--- src/rtl/filter_pkg.sv ---
// Shared definitions for the moving-average (boxcar) filter.
//   DATA_W_DEF    : default ADC sample width
//   LOG2_TAPS_DEF : default log2 of the tap count
//   state_t       : filter control state (FLUSH clears history, RUN accepts samples)
//   sum_width()   : running-sum width that can hold 2^log2_taps full-scale samples
package filter_pkg;

  localparam int DATA_W_DEF    = 14;
  localparam int LOG2_TAPS_DEF = 3;

  typedef enum logic {
    FLUSH = 1'b0,
    RUN   = 1'b1
  } state_t;

  // Summing 2^k signed DATA_W values needs k extra bits; no overflow possible.
  function automatic int sum_width(input int data_w, input int log2_taps);
    return data_w + log2_taps;
  endfunction

endpackage

--- src/rtl/edge_detector_1_bit.sv ---
// Registered rising-edge detector for a level signal in the local clock domain.
// Ports:
//   clk   : clock, posedge
//   rst   : asynchronous active-high reset
//   level : level input (e.g. AD_CONV, SPI_SCK)
//   rise  : one-cycle pulse, registered, one cycle after the 0->1 is seen
module edge_detector_1_bit (
  input  logic clk,
  input  logic rst,
  input  logic level,
  output logic rise
);

  logic level_d;

  always_ff @(posedge clk or posedge rst) begin
    if (rst) begin
      level_d <= 1'b0;
      rise    <= 1'b0;
    end else begin
      level_d <= level;
      rise    <= level & ~level_d;
    end
  end

endmodule

--- src/rtl/moving_average_filter.sv ---
// Boxcar low-pass FIR: average of the last 2^LOG2_TAPS signed samples, kept as a
// circular history buffer plus a running sum. One sample is taken per rising
// edge of strobe_in. After reset or clear_in the history is zeroed by a FLUSH
// pass of 2^LOG2_TAPS cycles, during which samples are ignored.
// Ports:
//   clk_in    : system clock, posedge
//   reset     : asynchronous active-high reset
//   strobe_in : sample strobe level
//   sample_in : signed sample, held stable around the strobe
//   clear_in  : synchronous flush request
//   avg_out   : signed floor(sum / 2^LOG2_TAPS)
//   avg_valid : one-cycle pulse when avg_out updates
//   primed    : 2^LOG2_TAPS samples accepted since the last flush
//   busy      : flushing; samples are dropped
module moving_average_filter
  import filter_pkg::*;
#(
  parameter int DATA_W    = DATA_W_DEF,
  parameter int LOG2_TAPS = LOG2_TAPS_DEF
) (
  input  logic                     clk_in,
  input  logic                     reset,
  input  logic                     strobe_in,
  input  logic signed [DATA_W-1:0] sample_in,
  input  logic                     clear_in,
  output logic signed [DATA_W-1:0] avg_out,
  output logic                     avg_valid,
  output logic                     primed,
  output logic                     busy
);

  localparam int TAPS  = 1 << LOG2_TAPS;
  localparam int SUM_W = sum_width(DATA_W, LOG2_TAPS);
  localparam logic [LOG2_TAPS:0] FILL_LAST = (LOG2_TAPS+1)'(TAPS - 1);

  state_t                   state;
  logic [LOG2_TAPS-1:0]     wr_ptr;
  logic [LOG2_TAPS:0]       fill_cnt;
  logic signed [SUM_W-1:0]  sum;
  logic signed [SUM_W-1:0]  sum_next;
  logic signed [SUM_W-1:0]  sample_x;
  logic signed [SUM_W-1:0]  oldest_x;
  logic signed [DATA_W-1:0] oldest;
  logic signed [DATA_W-1:0] hist [TAPS];
  logic                     rise;
  logic                     take;

  edge_detector_1_bit u_edge (
    .clk   (clk_in),
    .rst   (reset),
    .level (strobe_in),
    .rise  (rise)
  );

  // Clear has priority over a coincident sample.
  assign take   = (state == RUN) && rise && !clear_in;
  assign busy   = (state == FLUSH);

  // The slot about to be overwritten holds the sample leaving the window.
  assign oldest   = hist[wr_ptr];
  assign sample_x = {{LOG2_TAPS{sample_in[DATA_W-1]}}, sample_in};
  assign oldest_x = {{LOG2_TAPS{oldest[DATA_W-1]}}, oldest};
  assign sum_next = sum + sample_x - oldest_x;

  // History is not reset; FLUSH writes zeros into every slot instead.
  always_ff @(posedge clk_in) begin
    if (state == FLUSH)
      hist[wr_ptr] <= '0;
    else if (take)
      hist[wr_ptr] <= sample_in;
  end

  always_ff @(posedge clk_in or posedge reset) begin
    if (reset) begin
      state     <= FLUSH;
      wr_ptr    <= '0;
      sum       <= '0;
      fill_cnt  <= '0;
      avg_out   <= '0;
      avg_valid <= 1'b0;
      primed    <= 1'b0;
    end else begin
      avg_valid <= 1'b0;
      case (state)
        FLUSH: begin
          sum      <= '0;
          fill_cnt <= '0;
          primed   <= 1'b0;
          if (clear_in) begin
            wr_ptr <= '0;
          end else begin
            wr_ptr <= wr_ptr + 1'b1;
            if (wr_ptr == '1)
              state <= RUN;
          end
        end
        RUN: begin
          if (clear_in) begin
            state    <= FLUSH;
            wr_ptr   <= '0;
            sum      <= '0;
            fill_cnt <= '0;
            primed   <= 1'b0;
          end else if (take) begin
            sum       <= sum_next;
            wr_ptr    <= wr_ptr + 1'b1;
            // Upper DATA_W bits of the sum == arithmetic shift == floor division.
            avg_out   <= sum_next[SUM_W-1:LOG2_TAPS];
            avg_valid <= 1'b1;
            if (fill_cnt != FILL_LAST + 1'b1)
              fill_cnt <= fill_cnt + 1'b1;
            if (fill_cnt == FILL_LAST)
              primed <= 1'b1;
          end
        end
        default: state <= FLUSH;
      endcase
    end
  end

endmodule
--- config.mk ---
export PLATFORM = sky130hd
export DESIGN_NAME = moving_average_filter
export DESIGN_NICKNAME = d
export VERILOG_FILES = /design/src/rtl/filter_pkg.sv /design/src/rtl/edge_detector_1_bit.sv /design/src/rtl/moving_average_filter.sv
export SDC_FILE = /design/constraint.sdc
export NUM_CORES = 1
export LEC_CHECK = 0
export BUFFER_PORTS_ARGS = -buffer_cell sky130_fd_sc_hd__clkbuf_2
export CAP_MARGIN = 20
export CELL_PAD_IN_SITES_DETAIL_PLACEMENT = 1
export CELL_PAD_IN_SITES_GLOBAL_PLACEMENT = 1
export CORE_UTILIZATION = 25
export CTS_CLUSTER_SIZE = 16
export DETAILED_ROUTE_END_ITERATION = 8
export PLACE_DENSITY_LB_ADDON = 0.2
export SKIP_LAST_GASP = 1
export SYNTH_ARGS = -nofsm -noshare
export SYNTH_HDL_FRONTEND = slang
export SYNTH_SLANG_ARGS = --single-unit
--- constraint.sdc ---
create_clock -name clk_in -period 5.1 [get_ports clk_in]
set_input_delay 0.255 -clock clk_in [delete_from_list [all_inputs] [get_ports clk_in]]
set_output_delay 0.255 -clock clk_in [all_outputs]
set_load 0.02 [all_outputs]
**Word level (Yosys, flattened, before mapping)**

Memories as Yosys holds them, arrays and structs flattened.
Index checks and enable logic that the tools add are counted.

- Bits in writable memories: 112
- Bits of input ports: 18
- Flip-flop bits (word level): 43
- Memories kept: 1
- Output and inout port bits: 17
- Word-level logic and storage cells: 57

Memories:

| memory | words | width | read ports | clocked after memory_dff | wr ports | RTL line | RTL |
|---|---|---|---|---|---|---|---|
| hist | 8 | 14 | 1 | 0 | 1 | moving_average_filter.sv:44 | `logic signed [DATA_W-1:0] hist [TAPS];` |

- Mux-type cells: 26
- $add $sub $neg: 4
- Reductions and logical operators: 6
- Eq/ne operators: 6
- Bitwise operators: 5

Operators by type and width:

| operator | count |
|---|---|
| 17-bit 2-to-1 mux | 2 |
| 17-bit one-hot mux with 2 select lines | 1 |
| 17-bit by 14-bit adder with 17-bit output | 1 |
| 17-bit by 14-bit subtractor with 17-bit output | 1 |
| 14-bit 2-to-1 mux | 1 |
| 1-bit 2-to-1 mux | 12 |
| 4-bit 2-to-1 mux | 3 |
| 3-bit 2-to-1 mux | 3 |
| 3-bit by 2-bit inequality test with 1-bit output, second input constant | 3 |
| 4-bit one-hot mux with 2 select lines | 1 |
| 3-bit one-hot mux with 2 select lines | 1 |
| 4-bit by 1-bit adder with 4-bit output, second input constant | 1 |
| 4-bit by 3-bit == test with 1-bit output, second input constant | 1 |
| 4-bit inequality test, second input constant | 1 |
| 1-bit one-hot mux with 2 select lines | 2 |
| 2-bit AND reduction | 2 |
| 3-bit by 1-bit adder with 3-bit output, second input constant | 1 |
| 3-bit == test, second input constant | 1 |
| 1-bit inverter | 3 |
| 3-bit AND reduction | 1 |
| 1-bit logical AND | 2 |
| 1-bit AND | 1 |
| 1-bit logical NOT | 1 |
| 1-bit bitwise OR | 1 |

**Depth between registers and ports, before layout**

Gate-level depths: netlist of the first run.

- Depth in word-level cells: 6
- Gate-level depth with buffers: 17

**Hierarchy**

From an unflattened synthesis of the first run, not the netlist that was laid out.

- Cells, all modules: 565
- Area total of the unflattened synthesis: 7400.8 um2

By module, submodules not included:

| module | times used | area each (um2) | cells each |
|---|---|---|---|
| moving_average_filter | 1 | 7333.3 | 561 |
| edge_detector_1_bit | 1 | 67.6 | 4 |

**Least setup slack after synthesis of the first run**

Ideal clock, no wire load.

- Path kind: reg2reg
- Start point: reg wr_ptr[2]
- End point: reg avg_out[12]
- Arrival: 3.606 ns
- Library setup time: 0.125 ns
- Required time: 4.975 ns
- Path buffers: 2
- Cell stages (with the launch flop): 15
- Setup slack: 1.369 ns
- Cell sequence: dfrtp_1 > clkbuf_1 > buf_2 > mux2_2 > a221oi_1 > o22ai_1 > fa_1 > inv_1 > ha_1 > nor2b_1 > a311o_1 > a21oi_4 > o311ai_2 > xor2_1 > mux2_4

- Cells in the longest elaborated chain, start to end: 2

RTL lines:

| item | RTL line | RTL |
|---|---|---|
| from (decl) | moving_average_filter.sv:37 | `logic [LOG2_TAPS-1:0] wr_ptr;` |
| from (signal assigned) | moving_average_filter.sv:92 | `wr_ptr <= wr_ptr + 1'b1;` |
| from (signal assigned) | moving_average_filter.sv:106 | `wr_ptr <= wr_ptr + 1'b1;` |
| memory read 8 x 14 bit | - |  |
| 17-bit by 14-bit subtractor with 17-bit output | moving_average_filter.sv:63 | `assign sum_next = sum + sample_x - oldest_x;` |
| to (signal assigned) | moving_average_filter.sv:108 | `avg_out <= sum_next[SUM_W-1:LOG2_TAPS];` |
| to (decl) | moving_average_filter.sv:26 | `output logic signed [DATA_W-1:0] avg_out,` |

No other way between the ends.
A chain may end at the register's enable or synchronous reset.

**Worst setup path in the final report of the first run**

- Start point: reg wr_ptr[1]
- End point: reg avg_out[13]

The elaborated chain is that of the path after synthesis.

==> results of run 1 <==
sequential cells by signal (all words and copies together), names as in the netlist:
signal and count:
avg_out 14, wr_ptr 3, sum 17, u_edge.level_d 1
primed 1, fill_cnt 4, u_edge.rise 1, avg_valid 1
state 1, hist 112
through the flow:
stage	setup WS, ns	power (W)
after floorplan	1.37	0.00200
after global placement	0.474	0.00219
after detailed placement	0.343	0.00221
after CTS	0.321	0.00340
after global routing	0.00565	0.00353
final	0.437	0.00335
worst register-to-register path, cell delays in order (launching register included):
cell	delay, ns
dfrtp_1	0.70
buf_4	0.35
nor2_1	0.19
a22o_1	0.25
a222oi_1	0.65
inv_1	0.24
fa_1	0.55
inv_1	0.06
ha_1	0.40
a21oi_1	0.27
nor2_1	0.08
a211oi_1	0.26
o211ai_1	0.18
a31oi_1	0.27
nand2_1	0.10
cell usage after synthesis (all sizes together), types with 2 or more instances:
cell,instances,area share (%)
o2bb2ai,2,0.24
and3,8,0.68
a21o,2,0.20
a211oi,3,0.30
a22oi,6,0.61
o21ai,16,1.1
mux2i,18,2.4
nand2b,5,0.42
nor2,56,2.8
fa,16,4.3
clkbuf,15,0.76
o21a,5,0.51
o22ai,6,0.51
xor2,5,0.59
a221oi,11,1.3
o221ai,2,0.24
xnor2,12,1.4
a21oi,21,1.6
edfxtp,112,46
dfrtp,43,15
nand2,44,2.2
inv,70,3.6
nand3,3,0.20
nor3,4,0.27
buf,7,0.63
o211ai,5,0.51
mux2,12,1.9
nand4,2,0.17
a22o,3,0.36
ha,22,3.7
a31oi,2,0.17
nor2b,3,0.25
a221o,2,0.27
and2,2,0.17
mux4,12,3.7
routing by layer:
| layer | vias up | GRT usage [%] |
|---|---|---|
| li1 | 2125 | - |
| met1 | 2372 | 17.9 |
| met2 | 67 | 22.9 |
| met3 | 13 | 2.28 |
| met4 | 0 | 3.58 |
| met5 | - | 0 |
cell type report:
class | instances | area [um^2] | share of cell area [%]
clock inverter | 14 | 108 | 1.25
timing repair buffer | 48 | 293 | 3.40
sequential | 155 | 4440 | 51.6
multi-input combinational | 323 | 2590 | 30.1
inverter | 70 | 263 | 3.05
tap | 384 | 480 | 5.59
clock buffer | 18 | 429 | 4.99
final timing paths:
check,end,startpoint
worst max-delay path,avg_out[13]$_DFFE_PP0P_,wr_ptr[1]$_DFFE_PP0P_
worst min-delay path,wr_ptr[0]$_DFFE_PP0P_,clear_in
worst max register to register,avg_out[13]$_DFFE_PP0P_,wr_ptr[1]$_DFFE_PP0P_
worst min register to register,u_edge.rise$_DFF_PP0_,u_edge.level_d$_DFF_PP0_
max in group asynchronous,sum[1]$_DFFE_PP0P_,reset
min in group asynchronous,sum[16]$_DFFE_PP0P_,reset
logic make-up (layout without fill, tap and decap cells):
family                   after synthesis  in the layout
adder cells (fa/ha/maj)               38             38
flip-flops                           155            155
multiplexers                          42             42
XOR/XNOR                              17             17
buffers and inverters                 92            150
AO/OA/AOI/OAI                         93             93
AND/OR/NAND/NOR                      133            133
power breakdown:
group	internal [W]	switching, W
combinational	0.000292	0.000455
sequential	0.00140	0.0000230
clock	0.000634	0.000546
what timing repair did:
item | 4_1_cts | 5_1_grt
resized for setup | 0 | 0
endpoints found under the setup margin | 0 | 1
hold buffers | 1 | 1
endpoints found under the hold margin | 1 | 10
==> flow_metrics.py, run 1 <==
metrics = {
    "die": {
        "dieHeight_um": 174,
        "initial_core_util_pct": 25.6,
        "fp.dieW_um": 174,
        "fp.dieArea_mm2": 0.0302,
        "io_pins": 35,
        "coreArea_mm2": 0.0289,
        "row_count": 62,
    },
    "power_and_ir_drop": {
        "p_per_area_mw_per_mm2": 390,
        "leakage_nw": 3.55,
        "irDropWorstVdd_mv": 0.232,
    },
    "worst_setup_path": {
        "worstRegToRegCells": 14,
        "crit_path_end_kind": "flop",
        "critical_path.top_delay_family": "compound AO/OA/AOI/OAI gates",
        "critPathMaxStageDelay_ns": 0.70,
        "critPathArrivalTime_ns": 4.97,
        "crit_cells": 14,
        "start_kind": "flop",
        "path_class": "flop to flop",
        "cpMaxStageDelayCell": "dfrtp_1",
        "path_cells": "buf_4 > nor2_1 > a22o_1 > a222oi_1 > inv_1 > fa_1 > inv_1 > ha_1 > a21oi_1 > nor2_1 > a211oi_1 > o211ai_1 > a31oi_1 > nand2_1",
        "critPathBufInv": 3,
        "cp_max_fo": 14,
        "r2r_slack_ns": 0.44,
        "cp.required_ns": 5.40,
    },
    "layout": {
        "fin_util_pct": 29.8,
        "final_area_mm2": 0.00860,
        "final_layout_size_suffix_gt1_share_pct": 17.2,
        "antenna_cells": 0,
        "mostFrequentLayoutCell": "edfxtp_1",
        "layout_common_cells": "edfxtp_1 (112), inv_1 (68), nor2_1 (56)",
        "layoutNonFillerInstCount": 1012,
        "layout.nets": 671,
        "area_delta_synth_final_pct": 16.5,
        "num-fill-cells": 3165,
    },
    "placement": {
        "hpwl_mm": 13.6,
        "port_buffers": 34,
        "gp_congestion": 0.822,
        "post_dp_cell_area_mm2": 0.00803,
        "dpl.cell_count": 977,
    },
    "hold_path": {
        "min_path_cells": 2,
        "hp-class": "input pin to flop",
    },
    "routing": {
        "wire_per_inst_um": 19.3,
        "wl_met1_mm": 9.11,
        "wl_met3_um": 507,
        "topRoutingLayerUsed": "met4",
        "wl_mm": 19.5,
        "num_vias": 4577,
        "ant_nets": 0,
        "remaining_drc_errors": 0,
        "dr_wl_met2_mm": 9.72,
        "drt-initial-drc-count": 260,
        "drt-pass1-iter-count": 4,
        "viasPerCell": 4.52,
    },
    "timing": {
        "maxSlewViolCount": 0,
        "fmax_mhz": 214,
        "fin_tns_setup_ns": 0,
        "finalSetupViolCount": 0,
        "fin_crit_ns": 4.66,
        "holdWs_ns": 0.0996,
        "clock_skew_ns": 0.0111,
        "hold_viol_final": 0,
        "relSlewSlack_pct": 33.1,
        "rsz0062_at_grt": "no",
        "tightest_slew_ns": 1.00,
        "fin_crit_sh_pct": 91.4,
    },
    "grt": {
        "grt_max_degree": 44,
        "antenna_found_initial": 0,
        "grt_use_total_pct": 13.6,
        "overflow": 0,
        "grt_pass1_vias": 5002,
        "grt_pass1_wl_mm": 30.5,
    },
    "yosys": {
        "seq_area_frac_synth_pct": 60.1,
        "avgSynthCellArea_um2": 13.0,
        "yosysWarnings": 0,
        "ys_types": 55,
        "synth_seq_cells": 155,
        "synth_area_mm2": 0.00738,
        "synth-compound-area-share_pct": 8.93,
        "ys.flop_type": "edfxtp_1",
        "synth_mux_area_share_pct": 7.98,
        "synth_top_family_by_area": "compound AO/OA/AOI/OAI gates",
        "async_flop_share_pct": 27.7,
        "synthSimpleGateAreaFrac_pct": 7.95,
        "synth_edf_count": 112,
        "syn_nets": 626,
        "synth_xor_area_share_pct": 2.02,
        "syn_inst": 570,
        "synthAdderAreaFrac_pct": 8.07,
    },
    "clocking": {
        "postCtsSetupBuffers": 0,
        "clock_path_buffers": 2,
        "cts_tree": "done",
        "clock_latency_ns": 0.43,
        "root_buffer": "clkbuf_16",
        "clock_sinks": 155,
        "htreeDepth": 4,
        "clk_pin_slew_ns": 0.06,
        "cts_inserted_buffers": 17,
    },
    "run_status": {
        "status": "finished, final reports clean",
    },
    "run": {
        "drv_cap": 0,
    },
}
Note: power is estimated with default switching activity, not from simulation.
==> run 2, diff against run 1 <==
CORE_ASPECT_RATIO = 1.75   (was not set)
==> flow_metrics.py, run 2 (synthesis gave the netlist of run 1 again) <==
metrics = {
    "run_status": {
        "status": "finished, final reports clean",
    },
    "timing": {
        "fin_tns_setup_ns": 0,
        "fin_crit_sh_pct": 87.0,
        "fin_crit_ns": 4.44,
        "maxSlewViolCount": 0,
        "holdWs_ns": 0.0324,
        "fmax_mhz": 225,
        "rsz0062_at_grt": "no",
        "relSlewSlack_pct": 25.9,
        "finalSetupViolCount": 0,
        "clock_skew_ns": 0.00944,
        "tightest_slew_ns": 1.11,
        "hold_viol_final": 0,
    },
    "grt": {
        "antenna_found_initial": 0,
        "grt_use_total_pct": 14.3,
        "grt_max_degree": 44,
        "grt_pass1_vias": 5162,
        "grt_pass1_wl_mm": 31.3,
        "overflow": 0,
    },
    "clocking": {
        "postCtsSetupBuffers": 0,
        "clock_latency_ns": 0.43,
        "root_buffer": "clkbuf_16",
        "cts_tree": "done",
        "cts_inserted_buffers": 17,
        "htreeDepth": 4,
        "clock_path_buffers": 2,
        "clk_pin_slew_ns": 0.07,
        "clock_sinks": 155,
        "cts_resized": 0,
    },
    "layout": {
        "layout_common_cells": "edfxtp_1 (112), inv_1 (68), nor2_1 (56)",
        "final_layout_size_suffix_gt1_share_pct": 17.0,
        "top_register": "hist",
        "area_delta_synth_final_pct": 16.1,
        "mostFrequentLayoutCell": "edfxtp_1",
        "num-fill-cells": 3102,
        "layoutNonFillerInstCount": 1003,
        "reg_top3": "hist: 112 flops, sum: 17 flops, avg_out: 14 flops",
        "antenna_cells": 0,
        "final_area_mm2": 0.00858,
        "layout.nets": 668,
        "largest_reg_flops": 112,
    },
    "worst_setup_path": {
        "worstRegToRegCells": 14,
        "cp_max_fo": 17,
        "path_class": "flop to flop",
        "critPathArrivalTime_ns": 4.75,
        "crit_path_end_kind": "flop",
        "start_kind": "flop",
        "cp.required_ns": 5.41,
    },
    "routing": {
        "ant_nets": 0,
        "wl_mm": 20.0,
        "remaining_drc_errors": 0,
        "wire_per_inst_um": 19.9,
        "drt-pass1-iter-count": 4,
        "num_vias": 4579,
        "viasPerCell": 4.57,
        "drt-initial-drc-count": 208,
    },
    "hold_path": {
        "hp-class": "input pin to asynchronous set/reset pin",
    },
    "power_and_ir_drop": {
        "power_w": 0.00339,
        "leakage_nw": 3.54,
        "irDropWorstVdd_mv": 0.163,
        "p_per_area_mw_per_mm2": 395,
    },
    "die": {
        "initial_core_util_pct": 25.6,
        "fp.dieW_um": 132,
        "io_pins": 35,
        "coreArea_mm2": 0.0288,
        "dieHeight_um": 229,
        "fp.dieArea_mm2": 0.0303,
        "row_count": 82,
    },
    "placement": {
        "gp_congestion": 0.768,
        "port_buffers": 34,
        "post_dp_cell_area_mm2": 0.00801,
        "dpl.cell_count": 970,
        "hpwl_mm": 14.6,
    },
    "run": {
        "drv_cap": 0,
    },
}
-- run 2: cell types whose count changed in the layout (fill, tap and decap cells not counted) --
cell | previous run | this run
inv_8 | 1 | 5
clkinv_2 | 3 | 0
inv_6 | 8 | 5
buf_12 | 1 | 0
buf_4 | 11 | 10
clkbuf_1 | 1 | 0
clkinv_1 | 1 | 2
clkinv_4 | 0 | 1
clkinvlp_4 | 1 | 2
dlygate4sd3_1 | 2 | 1
-- run 2: cell type report --
type	instances	area, um^2	area share, %
flip-flops and latches	155	4440	51.8
clock buffers	17	425	4.96
multi-input cells	323	2590	30.2
inverters	70	263	3.06
well taps	378	473	5.51
repair buffers	45	255	2.98
clock inverters	15	131	1.53
-- run 2: timing repair --
item	4_1_cts	5_1_grt
hold buffers	1	0
endpoints found under the hold margin	1	0
setup endpoints to repair	0	0
-- run 2: worst max-delay path, stage by stage, from the launching register on --
cell and delay (ns):
dfrtp_1 0.76, buf_4 0.36, mux2i_1 0.21, o211ai_1 0.14
a222oi_1 0.50, inv_1 0.21, fa_1 0.54, inv_1 0.05
ha_1 0.40, a21oi_1 0.31, nor2_1 0.09, a211oi_1 0.23
o211ai_1 0.17, a31oi_1 0.24, nand2_1 0.08
-- run 2: per-layer routing --
| layer | wire, um | vias up | track usage (%) |
|---|---|---|---|
| met5 | 0 | - | 0 |
| met2 | 11800 | 86 | 28.1 |
| met3 | 467 | 16 | 2.99 |
| li1 | - | 2120 | - |
| met1 | 7350 | 2357 | 14.2 |
| met4 | 302 | 0 | 5.63 |
-- run 2: path summary, 6_finish.rpt --
check / start / endpoint / slack, ns
worst max-delay path: wr_ptr[2]$_DFFE_PP0P_ / sum[16]$_DFFE_PP0P_ / 0.66
worst min-delay path: reset / avg_out[5]$_DFFE_PP0P_ / 0.03
worst max register to register: wr_ptr[2]$_DFFE_PP0P_ / sum[16]$_DFFE_PP0P_ / 0.66
worst min register to register: u_edge.level_d$_DFF_PP0_ / u_edge.rise$_DFF_PP0_ / 0.41
max in group asynchronous: reset / fill_cnt[1]$_DFFE_PP0P_ / 4.47
min in group clk_in: clear_in / wr_ptr[0]$_DFFE_PP0P_ / 0.07
-- run 2: through the flow --
step | utilization (%) | setup WS [ns]
after floorplan | - | 1.37
after global placement | 27.8 | 0.791
after detailed placement | 27.8 | 0.619
after CTS | 29.8 | 0.601
after global routing | 29.8 | 0.296
final | 29.8 | 0.663
-- run 2: power by group --
part	switching, W	leakage [nW]	internal (W)	total, W
sequential	0.0000206	1.75	0.00140	0.00142
clock	0.000571	0.270	0.000644	0.00122
combinational	0.000464	1.51	0.000289	0.000753
==> run 3, diff against run 2 <==
==> constraint.sdc (replaced) <==
create_clock -name clk_in -period 4.1 [get_ports clk_in]
set_input_delay 0.205 -clock clk_in [delete_from_list [all_inputs] [get_ports clk_in]]
set_output_delay 0.205 -clock clk_in [all_outputs]
set_load 0.005 [all_outputs]
==> flow_metrics.py, run 3 (synthesis gave the netlist of run 1 again) <==
metrics = {
    "run_status": {
        "status": "finished, final reports clean",
    },
    "worst_setup_path": {
        "start_kind": "flop",
        "crit_path_end_kind": "flop",
        "critical_path.top_delay_family": "compound AO/OA/AOI/OAI gates",
        "critPathMaxStageDelay_ns": 0.51,
        "path_class": "flop to flop",
        "critPathArrivalTime_ns": 4.15,
        "cp.required_ns": 4.42,
        "cpMaxStageDelayCell": "dfrtp_2",
        "path_cells": "buf_4 > mux2_2 > a221oi_1 > o22ai_1 > fa_1 > inv_1 > ha_1 > nor2b_1 > a311o_1 > a21oi_4 > o311ai_2 > xor2_1 > mux2_4",
        "cp_max_fo": 8,
        "critPathBufInv": 2,
    },
    "die": {
        "fp.dieArea_mm2": 0.0303,
        "dieHeight_um": 229,
        "fp.dieW_um": 132,
        "initial_core_util_pct": 25.6,
        "io_pins": 35,
        "row_count": 82,
        "coreArea_mm2": 0.0288,
    },
    "routing": {
        "drt-pass1-iter-count": 6,
        "viasPerCell": 4.50,
        "drt-initial-drc-count": 284,
        "ant_nets": 0,
        "wl_mm": 20.1,
        "num_vias": 4606,
        "remaining_drc_errors": 0,
        "wire_per_inst_um": 19.7,
    },
    "layout": {
        "layout_common_cells": "edfxtp_1 (112), inv_1 (66), nor2_1 (54)",
        "largest_reg_flops": 112,
        "reg_top3": "hist: 112 flops, sum: 17 flops, avg_out: 14 flops",
        "final_layout_size_suffix_gt1_share_pct": 20.5,
        "final_area_mm2": 0.00881,
        "antenna_cells": 0,
        "layout.nets": 689,
        "fin_util_pct": 30.6,
        "mostFrequentLayoutCell": "edfxtp_1",
        "top_register": "hist",
        "area_delta_synth_final_pct": 19.3,
    },
    "power_and_ir_drop": {
        "p_seq_share_pct": 41.2,
        "internal_power_w": 0.00304,
        "p_comb_share_pct": 22.6,
        "p_per_area_mw_per_mm2": 488,
        "p_sw_share_pct": 29.2,
        "p_sw_w": 0.00125,
        "leakage_nw": 3.65,
        "power_w": 0.00430,
        "irDropWorstVdd_mv": 0.184,
        "power.share.clock_pct": 36.3,
    },
    "timing": {
        "finalSetupViolCount": 0,
        "clock_skew_ns": 0.00761,
        "relSlewSlack_pct": 30.7,
        "tightest_slew_ns": 1.04,
        "fmax_mhz": 261,
        "fin_crit_ns": 3.83,
        "hold_viol_final": 0,
        "holdWs_ns": 0.0241,
        "maxSlewViolCount": 0,
        "fin_crit_sh_pct": 93.4,
        "rsz0062_at_grt": "no",
    },
    "hold_path": {
        "hp-class": "input pin to flop",
    },
    "grt": {
        "met1_usage_pct": 14.1,
        "grt_pass1_wl_mm": 31.3,
        "antenna_found_initial": 0,
        "busiest_layer": "met2",
        "grt_max_degree": 44,
        "overflow": 0,
        "grt_pass1_vias": 5172,
        "grt_use_total_pct": 14.2,
        "gr-usage-met2_pct": 27.8,
        "grt_util_met3_pct": 2.12,
    },
    "clocking": {
        "root_buffer": "clkbuf_16",
        "cts_tree": "done",
        "clock_sinks": 155,
        "clock_latency_ns": 0.44,
        "clk_pin_slew_ns": 0.06,
        "htreeDepth": 4,
        "cts_inserted_buffers": 17,
        "clock_path_buffers": 2,
    },
    "placement": {
        "hpwl_mm": 15.0,
        "gp_congestion": 0.792,
        "port_buffers": 34,
        "post_dp_cell_area_mm2": 0.00816,
    },
    "run": {
        "drv_cap": 0,
    },
}
## run 3: worst paths after layout
check                                         start                       to  slack [ns]  depth (start not counted)
min                                        clear_in    wr_ptr[0]$_DFFE_PP0P_        0.02                          2
min in group asynchronous                     reset   avg_out[5]$_DFFE_PP0P_        0.35                          3
max reg2reg                   wr_ptr[2]$_DFFE_PP0P_  avg_out[12]$_DFFE_PP0P_        0.27                         13
max in group asynchronous                     reset   avg_out[3]$_DFFE_PP0P_        3.24                          4
min reg2reg                u_edge.level_d$_DFF_PP0_    u_edge.rise$_DFF_PP0_        0.40                          1
max                           wr_ptr[2]$_DFFE_PP0P_  avg_out[12]$_DFFE_PP0P_        0.27                         13
## run 3: metrics by stage
step                cells  worst slack [ns]  setup TNS, ns
CTS                  1020            0.0331              0
global placement      987            -0.153         -0.363
detailed placement    987            -0.153         -0.512
floorplan             570             0.369              0
global route         1023            0.0461              0
finish               1023             0.269              0
## run 3: worst register-to-register path, delay by kind of cell, from the launching register on
family                   cells  cell delay, ns
AO/OA/AOI/OAI                5            1.26
XOR/XNOR                     1            0.18
adder cells (fa/ha/maj)      2            0.82
AND/OR/NAND/NOR              1            0.16
flip-flops                   1            0.51
multiplexers                 2            0.59
buffers and inverters        2            0.20
## run 3: cell type report
class                           instances  area (um^2)
Clock buffer                           18          429
Fill cell                            3135        20000
Inverter                               70          267
Clock inverter                         13          144
Multi-Input combinational cell        323         2600
Tap cell                              378          473
Sequential cell                       155         4440
Timing Repair Buffer                   66          453
## run 3: layer usage
| metal | part of all wire [%] | vias up |
|---|---|---|
| met4 | 3.4 | 0 |
| met2 | 58 | 62 |
| met3 | 1.7 | 29 |
| li1 | - | 2156 |
| met1 | 37 | 2359 |
| met5 | 0 | - |
## run 3: timing repair
item,4_1_cts,5_1_grt
hold buffers,1,1
hold endpoints to repair,2,21
setup buffers,1,1
endpoints found under the setup margin,4,8
gates resized for setup,1,6
pin swaps,1,1
## run 3: power groups by stage
| stage | clock [W] | sequential, W | combinational (W) |
|---|---|---|---|
| 2_1_floorplan | 0 | 0.00180 | 0.000669 |
| 3_3_place_gp | 0 | 0.00180 | 0.000973 |
| 4_1_cts | 0.00160 | 0.00177 | 0.000989 |
| 3_5_place_dp | 0 | 0.00180 | 0.000978 |
| 6_report | 0.00156 | 0.00177 | 0.000969 |
| 5_1_grt | 0.00165 | 0.00178 | 0.00109 |
